`src/rtl/writeback_arbiter.sv`:
```
// Writeback arbiter: buffers ALU and LSU results in per-source FIFOs and issues
// at most one register-file write per cycle using round-robin arbitration.
module writeback_arbiter #(
    parameter int XLEN  = 32,
    parameter int DEPTH = 2
) (
    input  logic            clk,
    input  logic            rst,
    input  logic            alu_v,
    input  logic [4:0]      alu_rd,
    input  logic [XLEN-1:0] alu_data,
    output logic            alu_ok_o,
    input  logic            lsu_v,
    input  logic [4:0]      lsu_rd,
    input  logic [XLEN-1:0] lsu_data,
    output logic            lsu_ok_o,
    output logic            res_v,
    output logic [4:0]      res_adr,
    output logic [XLEN-1:0] res_data,
    output logic            last_grant_o
);
    localparam int PW = $clog2(DEPTH);
    localparam int CW = PW + 1;
    localparam int EW = 5 + XLEN;
    localparam logic [CW-1:0] FULL = CW'(DEPTH);

    logic [EW-1:0]   alu_mem_q [DEPTH];
    logic [EW-1:0]   lsu_mem_q [DEPTH];
    logic [PW-1:0]   alu_wptr_q, alu_wptr_d, alu_rptr_q, alu_rptr_d;
    logic [PW-1:0]   lsu_wptr_q, lsu_wptr_d, lsu_rptr_q, lsu_rptr_d;
    logic [CW-1:0]   alu_cnt_q, alu_cnt_d, lsu_cnt_q, lsu_cnt_d;
    logic            last_grant_q, last_grant_d;
    logic            res_v_q, res_v_d;
    logic [4:0]      res_adr_q, res_adr_d;
    logic [XLEN-1:0] res_data_q, res_data_d;
    logic            alu_push, lsu_push, alu_pop, lsu_pop, alu_ne, lsu_ne;
    logic [EW-1:0]   pop_entry;

    // Accept depends only on registered counts, never on this cycle's pop.
    assign alu_ok_o = (alu_cnt_q != FULL);
    assign lsu_ok_o = (lsu_cnt_q != FULL);
    assign alu_push = alu_v && alu_ok_o;
    assign lsu_push = lsu_v && lsu_ok_o;
    assign alu_ne   = (alu_cnt_q != '0);
    assign lsu_ne   = (lsu_cnt_q != '0);

    assign res_v        = res_v_q;
    assign res_adr      = res_adr_q;
    assign res_data     = res_data_q;
    assign last_grant_o = last_grant_q;

    // Arbitration: when both sources wait, grant the one not served last.
    always_comb begin
        alu_pop = 1'b0;
        lsu_pop = 1'b0;
        if (alu_ne && lsu_ne) begin
            alu_pop = last_grant_q;
            lsu_pop = !last_grant_q;
        end else begin
            alu_pop = alu_ne;
            lsu_pop = lsu_ne;
        end
    end

    always_comb begin
        alu_wptr_d = alu_wptr_q + PW'(alu_push);
        alu_rptr_d = alu_rptr_q + PW'(alu_pop);
        alu_cnt_d  = alu_cnt_q + CW'(alu_push) - CW'(alu_pop);
        lsu_wptr_d = lsu_wptr_q + PW'(lsu_push);
        lsu_rptr_d = lsu_rptr_q + PW'(lsu_pop);
        lsu_cnt_d  = lsu_cnt_q + CW'(lsu_push) - CW'(lsu_pop);
    end

    always_comb begin
        pop_entry    = alu_pop ? alu_mem_q[alu_rptr_q] : lsu_mem_q[lsu_rptr_q];
        res_v_d      = 1'b0;
        res_adr_d    = res_adr_q;
        res_data_d   = res_data_q;
        last_grant_d = last_grant_q;
        if (alu_pop || lsu_pop) begin
            // x0 entries still consume their slot but never strobe a write.
            res_v_d      = (pop_entry[EW-1 -: 5] != 5'd0);
            res_adr_d    = pop_entry[EW-1 -: 5];
            res_data_d   = pop_entry[XLEN-1:0];
            last_grant_d = lsu_pop;
        end
    end

    always_ff @(posedge clk) begin
        if (alu_push) alu_mem_q[alu_wptr_q] <= {alu_rd, alu_data};
        if (lsu_push) lsu_mem_q[lsu_wptr_q] <= {lsu_rd, lsu_data};
    end

    always_ff @(posedge clk) begin
        if (rst) begin
            alu_wptr_q   <= '0;
            alu_rptr_q   <= '0;
            alu_cnt_q    <= '0;
            lsu_wptr_q   <= '0;
            lsu_rptr_q   <= '0;
            lsu_cnt_q    <= '0;
            last_grant_q <= 1'b1;
            res_v_q      <= 1'b0;
            res_adr_q    <= '0;
            res_data_q   <= '0;
        end else begin
            alu_wptr_q   <= alu_wptr_d;
            alu_rptr_q   <= alu_rptr_d;
            alu_cnt_q    <= alu_cnt_d;
            lsu_wptr_q   <= lsu_wptr_d;
            lsu_rptr_q   <= lsu_rptr_d;
            lsu_cnt_q    <= lsu_cnt_d;
            last_grant_q <= last_grant_d;
            res_v_q      <= res_v_d;
            res_adr_q    <= res_adr_d;
            res_data_q   <= res_data_d;
        end
    end
endmodule

```
`config.mk`:
```
export PLATFORM = sky130hd
export DESIGN_NAME = writeback_arbiter
export DESIGN_NICKNAME = d
export VERILOG_FILES = /design/src/rtl/writeback_arbiter.sv
export SDC_FILE = /design/constraint.sdc
export NUM_CORES = 1
export LEC_CHECK = 0
export CAP_MARGIN = 10
export CORE_AREA = 5 5 157 159
export CTS_CLUSTER_DIAMETER = 200
export DETAILED_ROUTE_END_ITERATION = 10
export DIE_AREA = 0 0 162 164
export GPL_TIMING_DRIVEN = 0
export SYNTH_ARGS = -nofsm -noshare
export SYNTH_HDL_FRONTEND = slang
export SYNTH_SLANG_ARGS = --single-unit
```
`constraint.sdc`:
```
create_clock -name clk -period 5.3 [get_ports clk]
set_input_delay 1.06 -clock clk [delete_from_list [all_inputs] [get_ports clk]]
set_output_delay 1.06 -clock clk [all_outputs]
set_load 0.01 [all_outputs]
```
After elaboration in Yosys (flattened, before gate mapping)
Memory sizes are Yosys's and may differ from the RTL's. A register that Yosys moved wholly into a read port is not among the register bits.
Index checks and enable logic that the tools add are counted.
Widths: inputs -> output; s select.
{"block": "totals", "in_bits": 78, "mem_count": 2, "output_inout_bits": 41, "ram_bits": 148, "ff_bits": 47}
{"block": "classes", "eq_ne": 2, "n_addsub": 8, "bitwise": 1, "n_reduce_logical": 9, "muxes": 9}
{"memory": "alu_mem_q", "words": 2, "width": 37, "rd": 1, "rd_clocked_by_memory_dff": 1, "wr": 1, "line_no": "27", "text": "logic [EW-1:0] alu_mem_q [DEPTH];"}
{"memory": "lsu_mem_q", "words": 2, "width": 37, "rd": 1, "rd_clocked_by_memory_dff": 1, "wr": 1, "line_no": "28", "text": "logic [EW-1:0] lsu_mem_q [DEPTH];"}
{"operator": "$mux 37", "count": 1}
{"operator": "$mux 1", "count": 8}
{"operator": "$reduce_bool 5->1", "count": 1}
{"operator": "$add 1x1->1", "count": 4}
{"operator": "$add 2x1->2", "count": 2}
{"operator": "$ne 2x2->1 const B", "count": 2}
{"operator": "$reduce_bool 2->1", "count": 2}
{"operator": "$sub 2x1->2", "count": 2}
{"operator": "$logic_and 1x1->1", "count": 3}
{"operator": "$reduce_or 2->1", "count": 1}
{"operator": "$logic_not 1->1", "count": 1}
{"operator": "$logic_or 1x1->1", "count": 1}
{"operator": "$not 1->1", "count": 1}

Depth between registers and ports, before layout
{"block": "depth", "depth_word": 6, "mapped_depth": 10, "depth_no_buf": 9}

Worst setup path after synthesis
Ideal clock, no wire load.
{"block": "synth_timing", "path_kind": "in2reg", "from": "input alu_v", "to": "memory alu_mem_q[1][0] in the netlist's numbering (enable)", "required_ns": 4.902, "arrival_time_ns": 2.217, "setup_ns": 0.398, "stages": 2, "slack_ns": 2.685, "path_cell_list": "and2_1 -> ha_1"}
{"block": "synth_via", "elab_chain_len": 3}
{"element": "start: declaration", "line_no": "9", "text": "input logic alu_v,"}
{"element": "$logic_and 1x1->1", "line_no": "42", "text": "assign alu_push = alu_v && alu_ok_o;"}
{"element": "$mux 1", "line_no": "90", "text": "if (alu_push) alu_mem_q[alu_wptr_q] <= {alu_rd, alu_data};"}
{"element": "$mux 1 (implied by the code)", "line_no": "90"}
{"element": "end: declaration", "line_no": "27"}
Every way passes these cells.

Worst setup path after layout
{"block": "layout_timing", "from": "register lsu_cnt_q[0]", "to": "output lsu_ok_o"}
{"block": "layout_via", "elab_chain_len": 1}
{"element": "start: declaration", "line_no": "31", "text": "logic [CW-1:0] alu_cnt_q, alu_cnt_d, lsu_cnt_q, lsu_cnt_d;"}
{"element": "start signal: assignment", "line_no": "112", "text": "lsu_cnt_q <= lsu_cnt_d;"}
{"element": "$ne 2x2->1", "line_no": "41", "text": "assign lsu_ok_o = (lsu_cnt_q != FULL);"}
{"element": "end: declaration", "line_no": "16", "text": "output logic lsu_ok_o,"}
Every way passes these cells.

==> metrics <==
outcome complete, no violations; fin. max-slew vios 0; Reg power frac 43.3%; Clock Skews 8.121 ps; hold_buf cts 0; clk_lat worst skew 420 ps; Pre-antenna DRT Iters 4; #FFs+latches synth 195; fraction of layout cells with a size suffix above 1 8.814%; Overflow after GRT 0; Hold Violations, Final 0; placed cell areas 0.008859 mm^2; DRC 0; maximum clock frequency 0.3809 GHz; synth unique cells 32; vias 4133; post-layout min period 2625 ps; Mapped Nets 522; Psw 1450 uW; Crit. End Element primary output; port buffer count 117; post-CTS setup buffers 0; CP Launch Type flip-flop; Mapped Area 0.007219 mm^2; 1st-iter DRT viols 193; CP required 4240 ps; Max Fanout on Critical Path 5; vias in the first global route 4408; pwr dens 516.0 mW/mm^2; Synth Flop Type edfxtp_1; number of enable flip-flop cells after synthesis 148; Post-Syn Area per Cell 16.52 um^2; Async SR Flop Fraction 0%; Pleak 0.003221 uW; Gates resized, CTS repair 0; worst hold path type reg2reg; # clock sinks 195; cell-internal power 3431 uW; register area share after synthesis 74.59%; total CTS buffers 17; first-pass GRT wire length 24.61 mm; Logic pwr share 30.0%; # setup viols final 0; CTS tree built; VDD IR-drop max 0.0002062 V; Critical Path Slowest Stage Cell clkdlybuf4s50_1; gpl congestion 0.7629; relative slew slack 38.12%; die height 164 um; Sw Share 29.71%; core area 0.02312 mm^2; die width 162 um; Final Cell Area 0.009459 mm^2; Post-DRT Antenna Nets 0; Area Overhead vs Synth 31.02%; root buffer cell clkbuf_16; largest net degree at the start of global routing 27; DP HPWL 11.59 mm; Clk pwr share 26.7%; RSZ-0062 raised after global routing no; Via density 4.697; die area 0.02657 mm^2; Yosys warning count 0; initial antenna violation count 2; Setup CP Type reg2out; Initial Utilization 31.22%; Clock Tree Buf Depth 2; num rows 56; ant diodes 0; gr usage total 12.52%; Worst Path Arrival 1570 ps; max_cap viols 0; Routed wire per std cell 18.84 um; setup TNS 0 ps; Cell Chain, Critical Path nand2b_1 -> clkdlybuf4s50_1; Clk pin slew, worst setup/hold paths 60 ps; fin nets 662; Worst Max-Slew Pin Slew 922.1 ps; H-tree depth 4; CP max stage delay 560 ps; io pins 119; final wirelength 16.58 mm; post-synthesis instance total 437; final period utilization 49.53%
==> state kept, by name (all words and copies together) (netlist names) <==
name / cells
alu_mem_q: 74
lsu_mem_q: 74
res_data: 32
res_adr: 5
alu_cnt_q: 2
lsu_cnt_q: 2
alu_rptr_q: 1
alu_wptr_q: 1
last_grant_o: 1
lsu_rptr_q: 1
lsu_wptr_q: 1
res_v: 1
==> synth_stat cells (all sizes together), types with 3 or more instances <==
library cell	instances	area [um^2]
ha	7	87.58
buf	16	81.33
o22a	16	140.1
nand2	44	165.2
o21ai	3	15.01
o2bb2ai	16	140.1
inv	5	18.77
a32o	21	210.2
dfxtp	47	940.9
mux2i	74	740.7
clkbuf	9	33.78
xor2	3	26.28
edfxtp	148	4444
xnor2	3	26.28
nor2	9	36.29
==> power groups by stage <==
| stage | Combinational, uW | Clock, uW | Sequential (uW) |
|---|---|---|---|
| floorplan | 771 | 0 | 2180 |
| global placement | 1430 | 0 | 2150 |
| detailed placement | 1500 | 0 | 2150 |
| CTS | 1500 | 1340 | 2120 |
| global route | 1600 | 1400 | 2140 |
| finish | 1460 | 1300 | 2110 |
==> cell families after synthesis <==
| kind of cell | share of synthesized area (%) |
|---|---|
| buffers and inverters | 1.854 |
| XOR/XNOR | 0.7280 |
| multiplexers | 10.26 |
| flip-flops | 74.59 |
| AND/OR/NAND/NOR | 3.692 |
| AO/OA/AOI/OAI | 7.660 |
| adder cells (fa/ha/maj) | 1.213 |
==> worst paths after layout <==
check               startpoint            to  slack, ps  depth (start not counted)
hold / removal    res_data[22]  res_data[22]        470                          1
setup reg to reg  lsu_cnt_q[1]  lsu_cnt_q[1]       2710                          9
hold reg to reg   res_data[22]  res_data[22]        470                          1
setup / recovery  lsu_cnt_q[0]      lsu_ok_o       2670                          2
==> layer usage <==
| layer | up-vias | track usage [%] | share of wire (%) |
|---|---|---|---|
| li1 | 1966 | - | - |
| met1 | 2043 | 16.07 | 45 |
| met2 | 102 | 20.80 | 49 |
| met3 | 18 | 3.438 | 5.2 |
| met4 | 4 | 3.845 | 1.1 |
| met5 | - | 0 | 0.16 |
==> critical path, delay by kind of cell (launching register included) <==
kind | cells | cell delay (ps)
buffers and inverters | 1 | 560
DFF | 1 | 400
and+or+nand+nor | 1 | 190
==> cells in the final DEF, fill, tap and decap left out, types with 2 or more instances in the layout <==
cell type	count
edfxtp_1	148
clkdlybuf4s50_1	117
mux2i_1	74
dfxtp_1	47
nand2_1	44
a32o_1	21
clkbuf_16	17
o22a_1	16
o2bb2ai_1	16
buf_2	14
clkbuf_1	13
nor2_1	8
inv_1	5
ha_2	4
xnor2_1	3
xor2_1	3
ha_1	3
bufinv_16	3
inv_6	3
o21ai_0	2
nand2b_1	2
a21oi_1	2
nor2b_1	2
clkinv_4	2
buf_16	2
buf_12	2
==> per-stage QoR <==
| step | utilization [%] | instances | total power (uW) | hold WS, ps | setup slack, ps |
|---|---|---|---|---|---|
| final | 40.91 | 880 | 4881 | 469.3 | 2675 |
| after global routing | 40.91 | 880 | 5139 | 486.8 | 2519 |
| after detailed placement | 38.31 | 848 | 3646 | 454.8 | 2380 |
| after global placement | 37.86 | 844 | 3582 | 456.3 | 1474 |
| after CTS | 40.91 | 880 | 4957 | 476.0 | 2628 |
| after floorplan | - | 437 | 2949 | 492.5 | 2685 |
==> layout make-up <==
type | instances | area [um^2]
inverter | 5 | 18.77
tap | 290 | 362.8
clock inverter | 10 | 146.4
buffer | 25 | 115.1
clock buffer | 22 | 454.2
multi-input combinational | 212 | 1710
fill | 2098 | 13660
timing repair buffer | 121 | 1266
sequential | 195 | 5385
Power figures use the tool's default switching activity.
==> edit 1: new RTL, same flow settings <==
Take the reset off `res_data_q` and load it in a clocked block of its own.
--- a/src/rtl/writeback_arbiter.sv
+++ b/src/rtl/writeback_arbiter.sv
@@ -104,3 +104,2 @@
             res_adr_q    <= '0;
-            res_data_q   <= '0;
         end else begin
@@ -115,4 +114,7 @@
             res_adr_q    <= res_adr_d;
-            res_data_q   <= res_data_d;
         end
+    end
+
+    always_ff @(posedge clk) begin
+        res_data_q <= res_data_d;
     end
Function: differs if rst is asserted again (counterexample within 4 cycles, from zero or initial values and one cycle with rst high); with rst held inactive, the same outputs for 10 cycles.
==> edit 1 against the original RTL <==
- cell area rose by 1.1%
- synthesized area rose by 0.85%
- total power rose by 3.9%
- sequential cell count did not move
- combinational power rose by 3%
- core utilization rose by 0.44 points
- worst setup slack improved by 0.054 ns
- die area did not move
- wire length fell by 1.4%
==> edit 1: results (changes against the original RTL) <==
initial antenna violation count 1 (-1); final hold slack 0.517 ns (+0.0480 ns); drt initial violations 184 (-4.7%); met2 usage 22.3% (+1.5 points); layout cells sized above 1 11.0% (+2.1 points); worst hold endpoint res_adr[3]; metal3 WL 741 um (-14%); Post-Synth Adder-Cell Area 1.20% (-0.010 points); status completed; Seq/Total Area, Yosys 78.4% (+3.8 points); compound-gate portion of the synthesized area 6.93% (-0.73 points); Avg Cell Area, Syn 17.3 um^2 (+4.9%); Setup Skew 0.00831 ns (+0.000190 ns); Worst EP arrival 1.51 ns (-0.06 ns); vias per cell 4.67 (-0.63%); Post-Synth XOR/XNOR Area 0.722% (-0.0061 points); met3 usage 3.21% (-0.23 points); Port Buf Inserts 118 (+0.85%); metal2 WL 8470 um (+5.0%); first-pass GRT wire length 25100 um (+2.2%); hold depth 2 (+1); DR WL/cell 18.9 um (+0.31%); post-synthesis mux area share 5.79% (-4.5 points); final std cells w/o fill 865 (-1.7%); Max IR drop VDD 0.000230 V (+12%)
edit 1: cell types whose count changed in the layout (fill, tap and decap cells not counted), sizes merged, moves of 32 or more:
cell and change:
nand2 -41, dfxtp -32, edfxtp +32, a211oi +32, a21oi +32, nor2b +32, mux2i -33
edit 1: where the power goes:
part | switching (uW) | internal, uW
clock network | 604 | 721
registers | 106 | 2130
logic | 832 | 677
edit 1: per-stage QoR:
step | area [um^2] | setup slack (ns)
3_5_place_dp | 8950 | 2.33
6_report | 9560 | 2.73
4_1_cts | 9560 | 2.69
5_1_grt | 9560 | 2.67
2_1_floorplan | 7280 | 2.68
3_3_place_gp | 8820 | 1.57
edit 1: area by class of cell:
class                   count  area [um^2]  area share (%)
well taps                 290          363            3.79
inverters                   4         15.0           0.157
plain buffers              23          116            1.22
multi-input cells         198         1460            15.2
clock buffers              17          425            4.45
flip-flops and latches    195         5710            59.7
repair buffers            123         1300            13.6
clock inverters            15          185            1.94
==> edit 2: new RTL, config.mk and constraints unchanged <==
Made on the original files. The parameter `XLEN` goes from 32 to 24.
--- a/src/rtl/writeback_arbiter.sv
+++ b/src/rtl/writeback_arbiter.sv
@@ -3,3 +3,3 @@
 module writeback_arbiter #(
-    parameter int XLEN  = 32,
+    parameter int XLEN  = 24,
     parameter int DEPTH = 2
Interface: changed (resized alu_data, lsu_data and res_data); port bits go from 119 to 95. The function was not compared with the original's and may differ.
==> edit 2 against the original RTL <==
- sequential share of layout area is 1.9 points lower
- global-route usage is 2.1 points lower
- sequential cell count is 40 lower
- total power is 16% lower
- maximum frequency hardly changed
- cell area is 18% lower
- count of clock-buffer cells in the layout is 3 lower
- worst setup slack better by 0.0016 ns
- clock skew hardly changed
- wire length is 20% lower
- synthesized area is 20% lower
==> edit 2: results (changes against the original RTL) <==
first-pass GRT wire length 20100 um (-18%); synth cell count leaders edfxtp_1, mux2i_1, nand2_1; Worst EP arrival about 1.6 ns; clk_lat worst skew 0.42 ns (about the same); CP peak stage delay 0.49 ns (-0.07 ns); Root Buffer clkbuf_16; Seq/Total Area, Yosys 73.8% (-0.84 points); Mapped Nets 436 (-16%); post-synth top area share 60.2% (-1.3 points); initial antenna violation count 0 (-2); cts repair resizes 0 (unchanged); drt initial violations 155 (-20%); Pleak 0.00267 uW (-17%); Layout Nets 551 (-17%); vias per cell 4.30 (-8.4%); largest net degree at the start of global routing 30 (+11%); delay-heaviest family, CP buffers and inverters; ys flop type edfxtp_1; worst hold start res_data[3]; filler cell count 2231 (+6.3%); Setup Skew 0.00774 ns (-0.000385 ns); Port Buf Inserts 94 (-20%); pre-CTS setup slack 2.28 ns (-0.0957 ns); worst hold path class reg2reg; GPL Wtd Cong 0.754 (-1.1%); EDFF count, synth 116 (-22%); Setup Fix Bufs, Post-CTS 0 (unchanged); hpwl dp 9750 um (-16%); placed cells 753 (-11%); critical path peak fanout 4 (-1); cell count after synthesis 367 (-16%); Slew Viols, Final 0 (unchanged); drt first pass iters 4 (unchanged); Int Power 2910 uW (-15%); H-tree depth reported by CTS 4 (unchanged); Max IR drop VDD 0.000224 V (+8.6%); vias in the first global route 3711 (-16%); CTS buffer count 17 (unchanged); Total Routing Usage GR 10.4% (-2.1 points); Clk pin slew, worst setup/hold paths 0.06 ns (about the same); R2R Path Start lsu_cnt_q[1]; ANT cells 0 (unchanged); Critical Path Source alu_cnt_q[1]; Yosys warnings 0 (unchanged); status completed; worst slew pin tran 0.824 ns (-0.0978 ns); via count 3378 (-18%); Synth cell types 31 (-3.1%); most area-consuming cells after synthesis edfxtp_1, dfxtp_1, mux2i_1, nand2_1, a32o_1; layout cells sized above 1 10.1% (+1.3 points); DR WL/cell 17.0 um (-9.9%)
edit 2: metal layers:
metal	vias up	routed length [um]	share of wire, %	track usage (%)
met1	1638	5830	44	12.8
met2	106	6450	48	17.1
met5	-	0	0	0
met3	12	907	6.8	3.49
met4	0	130	0.98	3.77
li1	1622	-	-	-
edit 2: cells by family (layout without fill, tap and decap cells):
logic type	count (synthesis)	in the layout	synth area share, %
flip-flops	155	155	73.8
AND/OR/NAND/NOR	66	66	4.91
multiplexers	58	58	10.0
AO/OA/AOI/OAI	50	50	6.95
buffers and inverters	25	153	1.93
adder cells (fa/ha/maj)	7	7	1.51
XOR/XNOR	6	6	0.909
edit 2: power groups by stage:
stage / Clock (uW) / Sequential [uW] / Combinational [uW]
5_1_grt: 1350 / 1710 / 1260
3_3_place_gp: 0 / 1700 / 1120
6_report: 1270 / 1690 / 1140
4_1_cts: 1300 / 1690 / 1170
2_1_floorplan: 0 / 1730 / 623
3_5_place_dp: 0 / 1710 / 1160
edit 2: worst paths after layout:
path / end / slack (ns) / cells past startpoint
hold reg to reg: res_data[3] / 0.46 / 2
hold / removal: res_data[3] / 0.46 / 2
setup / recovery: alu_ok_o / 2.68 / 2
setup reg to reg: lsu_cnt_q[1] / 2.98 / 9
edit 2: cell type report:
class / instances / area share [%]
timing repair buffer: 96 / 12.5
clock buffer: 19 / 5.59
sequential: 155 / 55.1
clock inverter: 13 / 2.47
inverter: 5 / 0.242
buffer: 20 / 1.20
tap: 290 / 4.68
multi-input combinational: 187 / 18.2
edit 2: tightest hold or removal path: cells and delay by family, from the launching register on:
kind	cells	cell delay (ns)
compound gates	1	0.05
simple gates	1	0.05
flops	1	0.33
edit 2: per-stage QoR:
stage	power (uW)	utilization [%]	cell area [um^2]
3_5_place_dp	2870	30.8	7120
2_1_floorplan	2350	-	5780
4_1_cts	4150	33.5	7740
6_report	4090	33.5	7740
5_1_grt	4330	33.5	7740
3_3_place_gp	2820	30.6	7090
